$ cat src/rtl/riscv_wb_pkg.sv
// Shared types and constants for the write-back stage of the five-stage RISC-V core.
package riscv_wb_pkg;

   localparam int REG_ADDR_W   = 5;
   localparam int DEFAULT_XLEN = 32;

   typedef struct packed {
      logic [REG_ADDR_W-1:0]   rd;
      logic [DEFAULT_XLEN-1:0] data;
   } wb_entry_t;

endpackage

$ cat src/rtl/writeback_unit_if.sv
// Bundle between execute/memory/decode and the write-back unit.
// The forward ports exist only when WB_BYPASS_EN is defined.
interface writeback_unit_if #(
   parameter int XLEN     = 32,
   parameter int LQ_DEPTH = 2
);

   logic                        issue_valid;
   logic [4:0]                  issue_rd;
   logic                        alu_valid;
   logic [4:0]                  alu_rd;
   logic [XLEN-1:0]             alu_data;
   logic                        ld_valid;
   logic                        ld_ready;
   logic [4:0]                  ld_rd;
   logic [XLEN-1:0]             ld_data;
   logic [4:0]                  rs1_addr;
   logic [4:0]                  rs2_addr;
   logic                        rs1_busy;
   logic                        rs2_busy;
   logic                        wb_write_enable;
   logic [4:0]                  wb_addr_rd;
   logic [XLEN-1:0]             wb_data_rd;
   logic [$clog2(LQ_DEPTH):0]   lq_count;
`ifdef WB_BYPASS_EN
   logic                        rs1_fwd_valid;
   logic                        rs2_fwd_valid;
   logic [XLEN-1:0]             rs1_fwd_data;
   logic [XLEN-1:0]             rs2_fwd_data;
`endif

   modport master (
      output issue_valid, issue_rd,
      output alu_valid, alu_rd, alu_data,
      output ld_valid, ld_rd, ld_data,
      output rs1_addr, rs2_addr,
      input  ld_ready, rs1_busy, rs2_busy,
      input  wb_write_enable, wb_addr_rd, wb_data_rd, lq_count
`ifdef WB_BYPASS_EN
      ,
      input  rs1_fwd_valid, rs2_fwd_valid, rs1_fwd_data, rs2_fwd_data
`endif
   );

   modport slave (
      input  issue_valid, issue_rd,
      input  alu_valid, alu_rd, alu_data,
      input  ld_valid, ld_rd, ld_data,
      input  rs1_addr, rs2_addr,
      output ld_ready, rs1_busy, rs2_busy,
      output wb_write_enable, wb_addr_rd, wb_data_rd, lq_count
`ifdef WB_BYPASS_EN
      ,
      output rs1_fwd_valid, rs2_fwd_valid, rs1_fwd_data, rs2_fwd_data
`endif
   );

endinterface

$ cat src/rtl/wb_load_fifo.sv
// Circular buffer holding load results waiting for the register file write port.
module wb_load_fifo
   import riscv_wb_pkg::*;
#(
   parameter int  LQ_DEPTH = 2,
   parameter type entry_t  = wb_entry_t,
   localparam int PTR_W    = $clog2(LQ_DEPTH),
   localparam int CNT_W    = PTR_W + 1
) (
   input  logic             clock,
   input  logic             reset_n,
   input  logic             push,
   input  entry_t           push_entry,
   input  logic             pop,
   output entry_t           head,
   output logic [CNT_W-1:0] count
);

   entry_t           mem [LQ_DEPTH];
   logic [PTR_W-1:0] wr_ptr;
   logic [PTR_W-1:0] rd_ptr;

   assign head = mem[rd_ptr];

   // Depth is a power of two, so the pointers wrap by plain overflow.
   always_ff @(posedge clock or negedge reset_n) begin
      if (!reset_n) begin
         wr_ptr <= '0;
         rd_ptr <= '0;
         count  <= '0;
         for (int i = 0; i < LQ_DEPTH; i++) begin
            mem[i] <= '0;
         end
      end else begin
         if (push) begin
            mem[wr_ptr] <= push_entry;
            wr_ptr      <= wr_ptr + PTR_W'(1);
         end
         if (pop) begin
            rd_ptr <= rd_ptr + PTR_W'(1);
         end
         if (push && !pop) begin
            count <= count + CNT_W'(1);
         end else if (pop && !push) begin
            count <= count - CNT_W'(1);
         end
      end
   end

endmodule

$ cat src/rtl/writeback_unit.sv
// Write-back stage: merges ALU and load results onto the register file port and
// tracks outstanding destinations for decode stalls. WB_BYPASS_EN adds forwarding.
module writeback_unit
   import riscv_wb_pkg::*;
#(
   parameter int XLEN     = DEFAULT_XLEN,
   parameter int LQ_DEPTH = 2
) (
   input  logic             clock,
   input  logic             reset_n,
   writeback_unit_if.slave  bus
);

   localparam int CNT_W = $clog2(LQ_DEPTH) + 1;
   localparam logic [CNT_W-1:0] DEPTH_C = CNT_W'(LQ_DEPTH);

   typedef struct packed {
      logic [REG_ADDR_W-1:0] rd;
      logic [XLEN-1:0]       data;
   } lq_entry_t;

   lq_entry_t             lq_in;
   lq_entry_t             lq_head;
   logic [CNT_W-1:0]      lq_cnt;
   logic                  lq_push;
   logic                  lq_pop;
   logic                  alu_sel;
   logic                  ld_ready;

   logic                  wb_we_q;
   logic [REG_ADDR_W-1:0] wb_addr_q;
   logic [XLEN-1:0]       wb_data_q;

   logic [31:0]           pending;
   logic [31:0]           pending_next;

   // Ready looks only at occupancy; a same-cycle pop does not open a slot early.
   assign ld_ready = (lq_cnt < DEPTH_C);
   assign lq_in    = '{rd: bus.ld_rd, data: bus.ld_data};
   assign lq_push  = bus.ld_valid && ld_ready && (bus.ld_rd != '0);
   assign alu_sel  = bus.alu_valid && (bus.alu_rd != '0);
   assign lq_pop   = !alu_sel && (lq_cnt != '0);

   wb_load_fifo #(
      .LQ_DEPTH (LQ_DEPTH),
      .entry_t  (lq_entry_t)
   ) u_load_fifo (
      .clock      (clock),
      .reset_n    (reset_n),
      .push       (lq_push),
      .push_entry (lq_in),
      .pop        (lq_pop),
      .head       (lq_head),
      .count      (lq_cnt)
   );

   always_ff @(posedge clock or negedge reset_n) begin
      if (!reset_n) begin
         wb_we_q   <= 1'b0;
         wb_addr_q <= '0;
         wb_data_q <= '0;
      end else begin
         wb_we_q <= alu_sel || lq_pop;
         if (alu_sel) begin
            wb_addr_q <= bus.alu_rd;
            wb_data_q <= bus.alu_data;
         end else if (lq_pop) begin
            wb_addr_q <= lq_head.rd;
            wb_data_q <= lq_head.data;
         end
      end
   end

   // Set is applied after clear so a newer producer of the same register wins.
   always_comb begin
      pending_next = pending;
      if (wb_we_q) begin
         pending_next[wb_addr_q] = 1'b0;
      end
      if (bus.issue_valid) begin
         pending_next[bus.issue_rd] = 1'b1;
      end
      pending_next[0] = 1'b0;
   end

   always_ff @(posedge clock or negedge reset_n) begin
      if (!reset_n) begin
         pending <= '0;
      end else begin
         pending <= pending_next;
      end
   end

`ifdef WB_BYPASS_EN
   logic rs1_hit;
   logic rs2_hit;

   always_comb begin
      rs1_hit = wb_we_q && (wb_addr_q == bus.rs1_addr) && (bus.rs1_addr != '0)
                && !(bus.issue_valid && (bus.issue_rd == bus.rs1_addr));
      rs2_hit = wb_we_q && (wb_addr_q == bus.rs2_addr) && (bus.rs2_addr != '0)
                && !(bus.issue_valid && (bus.issue_rd == bus.rs2_addr));
   end

   assign bus.rs1_busy      = pending[bus.rs1_addr] && !rs1_hit;
   assign bus.rs2_busy      = pending[bus.rs2_addr] && !rs2_hit;
   assign bus.rs1_fwd_valid = rs1_hit;
   assign bus.rs2_fwd_valid = rs2_hit;
   assign bus.rs1_fwd_data  = rs1_hit ? wb_data_q : '0;
   assign bus.rs2_fwd_data  = rs2_hit ? wb_data_q : '0;
`else
   assign bus.rs1_busy = pending[bus.rs1_addr];
   assign bus.rs2_busy = pending[bus.rs2_addr];
`endif

   assign bus.ld_ready        = ld_ready;
   assign bus.lq_count        = lq_cnt;
   assign bus.wb_write_enable = wb_we_q;
   assign bus.wb_addr_rd      = wb_addr_q;
   assign bus.wb_data_rd      = wb_data_q;

endmodule

$ cat src/flat_wrapper.sv
// flat-port wrapper written by rule: the top's interface ports become plain ports
module writeback_unit_flat import riscv_wb_pkg::*;
#(
   parameter int XLEN     = DEFAULT_XLEN,
   parameter int LQ_DEPTH = 2
)
  (clock, reset_n, bus_issue_valid, bus_issue_rd, bus_alu_valid, bus_alu_rd, bus_alu_data, bus_ld_valid, bus_ld_rd, bus_ld_data, bus_rs1_addr, bus_rs2_addr, bus_ld_ready, bus_rs1_busy, bus_rs2_busy, bus_wb_write_enable, bus_wb_addr_rd, bus_wb_data_rd, bus_lq_count);
  writeback_unit_if #(.XLEN(XLEN), .LQ_DEPTH(LQ_DEPTH)) bus_i ();
  input  logic clock;
  input  logic reset_n;
  input wire logic [$bits(bus_i.issue_valid)-1:0] bus_issue_valid;
  input wire logic [$bits(bus_i.issue_rd)-1:0] bus_issue_rd;
  input wire logic [$bits(bus_i.alu_valid)-1:0] bus_alu_valid;
  input wire logic [$bits(bus_i.alu_rd)-1:0] bus_alu_rd;
  input wire logic [$bits(bus_i.alu_data)-1:0] bus_alu_data;
  input wire logic [$bits(bus_i.ld_valid)-1:0] bus_ld_valid;
  input wire logic [$bits(bus_i.ld_rd)-1:0] bus_ld_rd;
  input wire logic [$bits(bus_i.ld_data)-1:0] bus_ld_data;
  input wire logic [$bits(bus_i.rs1_addr)-1:0] bus_rs1_addr;
  input wire logic [$bits(bus_i.rs2_addr)-1:0] bus_rs2_addr;
  output wire logic [$bits(bus_i.ld_ready)-1:0] bus_ld_ready;
  output wire logic [$bits(bus_i.rs1_busy)-1:0] bus_rs1_busy;
  output wire logic [$bits(bus_i.rs2_busy)-1:0] bus_rs2_busy;
  output wire logic [$bits(bus_i.wb_write_enable)-1:0] bus_wb_write_enable;
  output wire logic [$bits(bus_i.wb_addr_rd)-1:0] bus_wb_addr_rd;
  output wire logic [$bits(bus_i.wb_data_rd)-1:0] bus_wb_data_rd;
  output wire logic [$bits(bus_i.lq_count)-1:0] bus_lq_count;
  assign bus_i.issue_valid = bus_issue_valid;
  assign bus_i.issue_rd = bus_issue_rd;
  assign bus_i.alu_valid = bus_alu_valid;
  assign bus_i.alu_rd = bus_alu_rd;
  assign bus_i.alu_data = bus_alu_data;
  assign bus_i.ld_valid = bus_ld_valid;
  assign bus_i.ld_rd = bus_ld_rd;
  assign bus_i.ld_data = bus_ld_data;
  assign bus_i.rs1_addr = bus_rs1_addr;
  assign bus_i.rs2_addr = bus_rs2_addr;
  assign bus_ld_ready = bus_i.ld_ready;
  assign bus_rs1_busy = bus_i.rs1_busy;
  assign bus_rs2_busy = bus_i.rs2_busy;
  assign bus_wb_write_enable = bus_i.wb_write_enable;
  assign bus_wb_addr_rd = bus_i.wb_addr_rd;
  assign bus_wb_data_rd = bus_i.wb_data_rd;
  assign bus_lq_count = bus_i.lq_count;
  writeback_unit #(.XLEN(XLEN), .LQ_DEPTH(LQ_DEPTH)) u_core (.clock(clock), .reset_n(reset_n), .bus(bus_i));
endmodule
$ cat config.mk
export PLATFORM = sky130hd
export DESIGN_NAME = writeback_unit_flat
export DESIGN_NICKNAME = d
export VERILOG_FILES = /design/src/rtl/riscv_wb_pkg.sv /design/src/rtl/writeback_unit_if.sv /design/src/rtl/wb_load_fifo.sv /design/src/rtl/writeback_unit.sv /design/src/flat_wrapper.sv
export SDC_FILE = /design/constraint.sdc
export NUM_CORES = 1
export LEC_CHECK = 0
export CORE_MARGIN = 2
export CORE_UTILIZATION = 52
export CTS_CLUSTER_SIZE = 40
export DETAILED_ROUTE_END_ITERATION = 10
export HOLD_SLACK_MARGIN = 0.08
export MAX_ROUTING_LAYER = met4
export PLACE_DENSITY = 0.8
export SYNTH_ARGS = -nofsm -noshare
export SYNTH_HDL_FRONTEND = slang
export SYNTH_SLANG_ARGS = --single-unit
$ cat constraint.sdc
create_clock -name clock -period 2.6 [get_ports clock]
set_input_delay 0.52 -clock clock [delete_from_list [all_inputs] [get_ports clock]]
set_output_delay 0.52 -clock clock [all_outputs]
set_load 0.01 [all_outputs]
======== Word level (Yosys, flattened, before mapping) ========
Index checks and enable logic that the tools add are counted.
cells by class
  add/sub/neg operators ................... 4
  multiply operators ...................... 0
  divide/modulo/power cells ............... 0
  order comparisons ....................... 10
  equality and inequality tests ........... 0
  shift operators ......................... 0
  multiplexer cells ....................... 22
  bitwise operators ....................... 5
  reductions and logical operators ........ 18
operators by type and width
  operator               count
  $mux W37               4
  $mux W32               4
  $bwmux W74             1
  $demux W37 S1          1
  $and A32 B32 Y32       1
  $not A32 Y32           1
  $or A32 B32 Y32        1
  $lt A5 B6 Y1 const B   4
  $bmux W1 S5            2
  $demux W1 S5           2
  $ge A5 B1 Y1 const B   2
  $mux W5                2
  $reduce_bool A5 Y1     2
  $logic_and A1 B1 Y1    9
  $reduce_bool A2 Y1     3
  $ge A2 B2 Y1 const B   2
  $mux W1                4
  $mux W2                2
  $not A1 Y2             2
  $logic_not A1 Y1       3
  $add A1 B1 Y1 const B  2
  $add A2 B1 Y2 const B  1
  $lt A2 B1 Y1 const B   1
  $lt A2 B2 Y1 const B   1
  2 further kinds        2
storage, ports and cells
  bits in registers ....................... 147
  latch bits .............................. 0
  memory bits (writable) .................. 0
  bits in read-only memories .............. 0
  bits of input ports ..................... 94
  logic and storage cells ................. 70
  memories kept ........................... 0

======== Logic depth before layout (Yosys ltp) ========
Gate-level depths: netlist (run 1).
  word-level depth ........................ 9
  depth in mapped cells ................... 8
  depth with buffers taken out ............ 7

======== Modules after synthesis ========
Synthesis (run 1) repeated with hierarchy kept, for this count alone.
second synthesis, totals
  cell total of the unflattened synthesis .. 572
  area, all modules ....................... 7293.2 um^2
modules (own cells, without submodules)
  module          times used  cells an instance  area an instance (um^2)  seq. area each (um^2)
  writeback_unit  1           362                3769.9                   1726.7
  wb_load_fifo    1           210                3523.4                   1951.9

======== Worst setup path after synthesis (run 1) ========
OpenSTA, ideal clock, no wires.
  path type ............................... input to register
  start ................................... input bus_alu_rd[1]
  end ..................................... register u_core.u_load_fifo.count[1]
  arrival ................................. 2.161 ns
  required time ........................... 2.520 ns
  path slack .............................. 0.359 ns
  cell stages on the path ................. 8
  path buffers ............................ 1
  path through ............................ or4_1 o21a_1 clkbuf_1 or2_1 ha_1 xor2_1 nor2_1 xnor2_1
between the ends
  cells in the longest elaborated chain, start to end .. 7
  elaborated cells between the ends (all ways) .. 9
  those cells by class .................... mux: 1; reduce/logical: 8
RTL lines
  item                                                  RTL line              text
  from (decl)                                           flat_wrapper.sv:14    input wire logic [$bits(bus_i.alu_rd)-1:0] bus_alu_rd;
  $reduce_bool A5 Y1 *                                  writeback_unit.sv:41  assign alu_sel = bus.alu_valid && (bus.alu_rd != '0);
  $logic_and A1 B1 Y1 *                                 writeback_unit.sv:41
  $logic_not A1 Y1 *                                    writeback_unit.sv:42  assign lq_pop = !alu_sel && (lq_cnt != '0);
  $logic_and A1 B1 Y1 *                                 writeback_unit.sv:42
  $logic_not A1 Y1                                      wb_load_fifo.sv:42    if (push && !pop) begin
  $logic_and A1 B1 Y1                                   wb_load_fifo.sv:42
  $mux W2 / $reduce_bool A2 Y1 (equally long branches)  --
  to (signal assigned)                                  wb_load_fifo.sv:43    count <= count + CNT_W'(1);
  to (signal assigned)                                  wb_load_fifo.sv:45    count <= count - CNT_W'(1);
  to (decl)                                             wb_load_fifo.sv:16    output logic [CNT_W-1:0] count
Mark *: on every way between the ends. The rest lies on a longest branch, timed or not.
A chain may end at the register's enable or synchronous reset.

======== Final worst setup path (run 1) ========
  start ................................... register u_core.pending[7]
  end ..................................... output bus_rs2_busy
between the ends
  cells in the longest elaborated chain, start to end .. 2
RTL lines
  item                           RTL line               text
  from (decl)                    writeback_unit.sv:34   logic [31:0] pending;
  from (signal assigned)         writeback_unit.sv:90   pending <= pending_next;
  $bmux W1 S5                    writeback_unit.sv:113  assign bus.rs2_busy = pending[bus.rs2_addr];
  $mux W1 (not written as such)  writeback_unit.sv:113
  to (decl)                      flat_wrapper.sv:23     output wire logic [$bits(bus_i.rs2_busy)-1:0] bus_rs2_busy;
No other way between the ends. The select of a mux whose other input is x is not followed.

==> results.sh, run 1 <==
export IMPL_status="completed"
export IMPL_yosys_area_share_simple=0.0912
export IMPL_core_um2=13200
export IMPL_antenna_found_initial=0
export IMPL_grt_ovfl_total=0
export IMPL_setup_violations=0
export IMPL_p_total_mw=10.8
export IMPL_ant_nets=0
export IMPL_ys_seq_elements=147
export IMPL_synthMuxAreaShare=0.233
export IMPL_h_tree_depth=4
export IMPL_cts_sinks=147
export IMPL_synth_compound_area_frac=0.116
export IMPL_fillers=951
export IMPL_wl_um=17800
export IMPL_rows=42
export IMPL_synth_cells=615
export IMPL_final_cell_mix="dfrtp_1 (146), clkdlybuf4s50_1 (127), o21ai_0 (99)"
export IMPL_cts_hold_buf=0
export IMPL_drt_wirelength_per_cell_um=18.7
export IMPL_fin_crit_ns=2.47
export IMPL_finalCritPeriodShare=0.951
export IMPL_cts_path_max_buffers=2
export IMPL_synth_ff_type="dfrtp_1"
export IMPL_grt_max_degree=71
export IMPL_power_density_nw_per_um2=1160
export IMPL_initial_core_util=0.532
export IMPL_synth_fa_ha_area_frac=0.00178
export IMPL_final_cells=949
export IMPL_die_area_um2=14400
export IMPL_die_w_um=120
export IMPL_worst_path_max_fanout=3
export IMPL_root_buffer="clkbuf_16"
export IMPL_yosysTopAreaCell="dfrtp_1"
export IMPL_syn_area_um2=7010
export IMPL_die_y_um=120
export IMPL_ys_types=37
export IMPL_synth_avg_cell_area_um2=11.4
export IMPL_grtUsageTotal=0.269
export IMPL_synth_top_family_by_area="multiplexers"
export IMPL_setup_slack_ns=0.129
export IMPL_place_hpwl_um=12300
export IMPL_dp_slack_ns=-0.444
export IMPL_antenna_cells=0
export IMPL_clk_latency_ns=0.42
export IMPL_worstSetupPathType="register to output pin"
export IMPL_rsz0062_at_grt="false"
export IMPL_fin_util=0.702
export IMPL_drcViolationCount=0
export IMPL_vias=5373
export IMPL_final_common_cell="dfrtp_1"
export IMPL_finalClockSkew_ns=0.00752
export IMPL_nets=857
export IMPL_cts_setup_buffers=0
export IMPL_setup_tns_ns=0
export IMPL_placed_cells=919
export IMPL_cap_violations=0
export IMPL_crit_path_start_kind="register"
export IMPL_syn_nets=710
export IMPL_max_freq_mhz=405
export IMPL_slew_limit_headroom=0.568
export IMPL_synthTopCellsByArea="dfrtp_1 (52%), mux2i_1 (7.9%), o21ai_0 (7.1%), mux2_4 (6.4%), mux2_1 (4.8%)"
export IMPL_drt_vias_per_instance=5.66
export IMPL_clk_pin_slew_ns=0.06
export IMPL_cp_required_ns=2.08
export IMPL_grt_pass1_wl_um=29300
export IMPL_io_buffer_count=136
export IMPL_drt_pass1_iterations=5
export IMPL_slew_viol_final=0
export IMPL_drive_gt1_frac=0.151
export IMPL_first_global_vias=5735
export IMPL_end_kind="output pin"
export IMPL_syn_to_final_growth_pct=32.0
export IMPL_synth_seq_area_share=0.525
export IMPL_gp_congestion=0.873
export IMPL_yosysWarnings=0
export IMPL_io_pins=137
export IMPL_drtIter0Drc=528
export IMPL_hold_viol=0
export IMPL_synth_edf_count=0
export IMPL_min_delay_path_class="input port to asynchronous set/reset pin"
export IMPL_async_flop_share=1.00
export IMPL_cts_tree="yes"
export IMPL_irDropWorstVdd_uv=784
export IMPL_leakagePower_nw=3.99
export IMPL_worst_pin_slew_ns=0.648
export IMPL_cts_buffers=17
export IMPL_synth_top_area_share=0.525
export IMPL_worstPathArrival_ns=1.95
export IMPL_synth_xor_xnor_area_share=0.00624
[synth_stat cells (2+ instances only)]
cell type  instances
buf_6              6
mux2_2            14
nand2_1           42
nand2b_1           5
o211ai_1           2
or3b_2             5
mux2_1            30
nand3b_1          10
a22oi_1            4
mux4_2             6
nand4_1            2
o2111ai_1          2
mux2i_1           55
inv_1              3
nand3_1           12
nor2b_1            5
buf_2              3
or3_1              2
xnor2_1            4
nor2_1            46
clkbuf_1          22
dfrtp_1          147
buf_1              4
a21oi_1           43
mux2_4            30
o21ai_0           99
a211oi_1           2
[path summary, 6_finish.rpt]
| path | startpoint | endpoint | slack [ns] | cells after the start |
|---|---|---|---|---|
| max in group asynchronous | reset_n | u_core.pending[2] | 1.73 | 2 |
| max reg2reg | u_core.u_load_fifo.count[1] | u_core.u_load_fifo.mem[68] | 0.82 | 6 |
| min in group clock | u_core.u_load_fifo.mem[7] | u_core.u_load_fifo.mem[7] | 0.50 | 1 |
| min | reset_n | u_core.u_load_fifo.mem[35] | 0.06 | 1 |
| min reg2reg | u_core.u_load_fifo.mem[7] | u_core.u_load_fifo.mem[7] | 0.50 | 1 |
| max | u_core.pending[7] | bus_rs2_busy | 0.13 | 5 |
[sequential cells by signal (all words and copies together) (netlist names)]
name	flops
u_core.bus.wb_addr_rd	5
u_core.bus.wb_data_rd	32
u_core.u_load_fifo.wr_ptr	1
u_core.pending	31
u_core.u_load_fifo.rd_ptr	1
u_core.u_load_fifo.mem	74
u_core.bus.wb_write_enable	1
u_core.u_load_fifo.count	2
[cell type report]
type	instances	area, um2	share of cell area
Clock buffer	25	475	0.0514
Clock inverter	5	77.6	0.00838
Inverter	4	15.0	0.00162
Multi-Input combinational cell	429	3150	0.341
Sequential cell	147	3680	0.397
Tap cell	176	220	0.0238
Timing Repair Buffer	163	1640	0.177
[metrics by stage]
step                area, um2  hold slack, ns
floorplan                7010           0.224
global placement         8710           0.473
detailed placement       8710           0.482
CTS                      9260          0.0847
global route             9260           0.116
finish                   9260          0.0589
[metal layers]
metal	routed length (um)	global-route usage	vias to the layer above	part of all wire
met5	0	-	-	0
met4	226	0.0875	0	0.013
met3	1020	0.0608	25	0.057
met2	8720	0.419	182	0.49
met1	7800	0.353	2683	0.44
li1	-	-	2483	-
[repair_timing]
action | CTS | global route
endpoints found under the hold margin | 0 | 0
gates resized for setup | 11 | 2
setup endpoints to repair | 2 | 1
[critical path, stage by stage, from the launching register on]
cell	delay, ns
dfrtp_1	0.40
mux4_2	0.48
nand2b_1	0.16
o211ai_1	0.09
nand4_1	0.12
dlygate4sd2_1	0.30
[logic make-up (layout without fill, tap and decap cells)]
logic type,Yosys count,in the layout
AO/OA/AOI/OAI,154,154
XOR/XNOR,5,5
adder cells (fa/ha/maj),1,1
buffers and inverters,39,197
flip-flops,147,147
multiplexers,135,135
AND/OR/NAND/NOR,134,134
[report_power, final]
group / internal [mW] / switching [mW] / total, mW
sequential: 3.40 / 0.833 / 4.23
clock: 1.45 / 0.890 / 2.34
combinational: 2.26 / 1.93 / 4.20
total: 7.12 / 3.66 / 10.8
Power figures use the tool's default switching activity.
==> run 2: changes to the inputs <==
Settings changed: CORE_UTILIZATION 52 to 60, DONT_BUFFER_PORTS set to 1, PLACE_DENSITY 0.8 to 0.76.
==> run 2 against run 1 <==
The flow now finishes with violations (negative hold slack). Maximum frequency up 8.8%. Die area down 13%. Largest cell class unchanged. Clock power about the same. Critical endpoint unchanged. Setup slack better by 0.20 ns.
==> results.sh, run 2 (synthesis results as in run 1) <==
export IMPL_slowest_stage="mux4_2"
export IMPL_die_w_um=112
export IMPL_die_area_um2=12600
export IMPL_fin_util=0.674
export IMPL_rows=39
export IMPL_worstSetupPathType="register to output pin"
export IMPL_setup_slack_ns=0.328
export IMPL_fillers=860
export IMPL_fin_crit_ns=2.27
export IMPL_largest_reg_flops=74
export IMPL_cp_endpoint="bus_rs2_busy"
export IMPL_final_cell_mix="dfrtp_1 (146), o21ai_0 (99), mux2i_1 (55)"
export IMPL_io_pins=137
export IMPL_worst_path_max_fanout=3
export IMPL_violations="negative hold slack"
export IMPL_cts_buffers=17
export IMPL_final_common_cell="dfrtp_1"
export IMPL_syn_to_final_growth_pct=9.72
export IMPL_cap_violations=0
export IMPL_r2r_end="u_core.bus.wb_addr_rd[3]"
export IMPL_rsz0062_at_grt="false"
export IMPL_drive_gt1_frac=0.162
export IMPL_drt_pass1_iterations=5
export IMPL_initial_core_util=0.614
export IMPL_first_global_vias=4948
export IMPL_slowest_delay_ns=0.48
export IMPL_antenna_cells=0
export IMPL_finalCritPeriodShare=0.874
export IMPL_root_buffer="clkbuf_16"
export IMPL_grt_ovfl_total=0
export IMPL_setup_violations=0
export IMPL_crit_path_start_kind="register"
export IMPL_cts_resized=0
export IMPL_drtIter0Drc=415
export IMPL_clk_pin_slew_ns=0.06
export IMPL_grt_pass1_wl_um=26000
export IMPL_p_total_mw=9.85
export IMPL_cp_required_ns=2.08
export IMPL_gp_congestion=0.904
export IMPL_finalClockSkew_ns=0.00854
export IMPL_drt_wirelength_per_cell_um=20.5
export IMPL_crit_path_start="u_core.pending[23]"
export IMPL_drt_vias_per_instance=6.27
export IMPL_final_area_um2=7690
export IMPL_antenna_found_initial=0
export IMPL_r2r_cells=5
export IMPL_hold_viol=147
export IMPL_grt_max_degree=148
export IMPL_slew_viol_final=0
export IMPL_final_cells=765
export IMPL_core_um2=11400
export IMPL_regMostFlops="u_core.u_load_fifo.mem"
export IMPL_timing_rr_start="u_core.u_load_fifo.count[0]"
export IMPL_grtUsageTotal=0.269
export IMPL_slew_limit_headroom=0.498
export IMPL_cts_setup_buffers=0
export IMPL_max_freq_mhz=440
export IMPL_crit_buf_inv=0
export IMPL_io_buffer_count=0
export IMPL_drcViolationCount=0
export IMPL_worst_pin_slew_ns=0.753
export IMPL_power_density_nw_per_um2=1280
export IMPL_place_hpwl_um=10500
export IMPL_die_y_um=112
export IMPL_dp_slack_ns=0.339
export IMPL_cts_sinks=147
export IMPL_ant_nets=0
export IMPL_cts_tree="yes"
export IMPL_ff2ff_setup_slack_ns=0.73
export IMPL_cp_depth=4
export IMPL_crit_path_cell_trace="mux4_2 -> nand2b_1 -> o2111ai_1 -> nand4_1"
export IMPL_wl_um=15700
export IMPL_nets=704
export IMPL_dpl_cell_area_um2=7130
export IMPL_vias=4799
export IMPL_cp_top_family="multiplexers"
export IMPL_register_area_um2=3680
export IMPL_multi_input_area_um2=3150
export IMPL_cts_path_max_buffers=2
export IMPL_min_delay_path_class="input port to asynchronous set/reset pin"
export IMPL_placed_cells=733
export IMPL_status="complete, but fails checks"
export IMPL_leakagePower_nw=3.35
export IMPL_worstPathArrival_ns=1.75
export IMPL_clk_latency_ns=0.43
export IMPL_hold_ws_ns=-0.216
export IMPL_setup_tns_ns=0
export IMPL_irDropWorstVdd_uv=985
export IMPL_h_tree_depth=4
export IMPL_end_kind="output pin"
[run 2: changes by cell type in the layout (fill, tap and decap cells not counted), sizes merged]
cell	before	now
clkinvlp	1	2
dlymetal6s2s	1	0
clkbuf	26	25
dlygate4sd2	5	0
bufinv	2	1
clkinv	2	3
buf	28	10
inv	4	5
clkdlybuf4s50	127	0
clkdlybuf4s15	1	0
[run 2: cell type report]
type                    count  share of cell area
repair buffers             10              0.0130
well taps                 143              0.0233
clock buffers              25              0.0644
flip-flops and latches    147               0.478
multi-input cells         429               0.410
inverters                   4             0.00195
clock inverters             7             0.00943
[run 2: power breakdown]
| group | switching (mW) | leakage, nW | internal, mW |
|---|---|---|---|
| registers | 0.950 | 1.74 | 3.40 |
| clock network | 0.943 | 0.274 | 1.42 |
| logic | 1.50 | 1.33 | 1.64 |
| total | 3.39 | 3.35 | 6.46 |
[run 2: worst min-delay path by stage]
stage / start / endpoint / slack (ns) / depth (start not counted)
after floorplan: reset_n / u_core.bus.wb_addr_rd[0] / 0.22 / 0
after global placement: reset_n / u_core.u_load_fifo.mem[47] / 0.23 / 0
after detailed placement: reset_n / u_core.bus.wb_data_rd[8] / 0.23 / 0
after CTS: reset_n / u_core.u_load_fifo.mem[44] / -0.22 / 0
after global routing: reset_n / u_core.u_load_fifo.mem[44] / -0.23 / 0
final: reset_n / u_core.bus.wb_data_rd[8] / -0.22 / 0
[run 2: per-layer routing]
layer / wire length [um] / GRT usage
met5: 0 / -
met4: 227 / 0.0886
met3: 1210 / 0.0826
met2: 7560 / 0.402
met1: 6650 / 0.356
[run 2: worst reg2reg max path, cell delays in order, from the launching register on]
cell,delay [ns]
dfrtp_1,0.51
nor2_4,0.14
buf_4,0.62
nor2_1,0.16
a21oi_1,0.20
o21ai_0,0.10
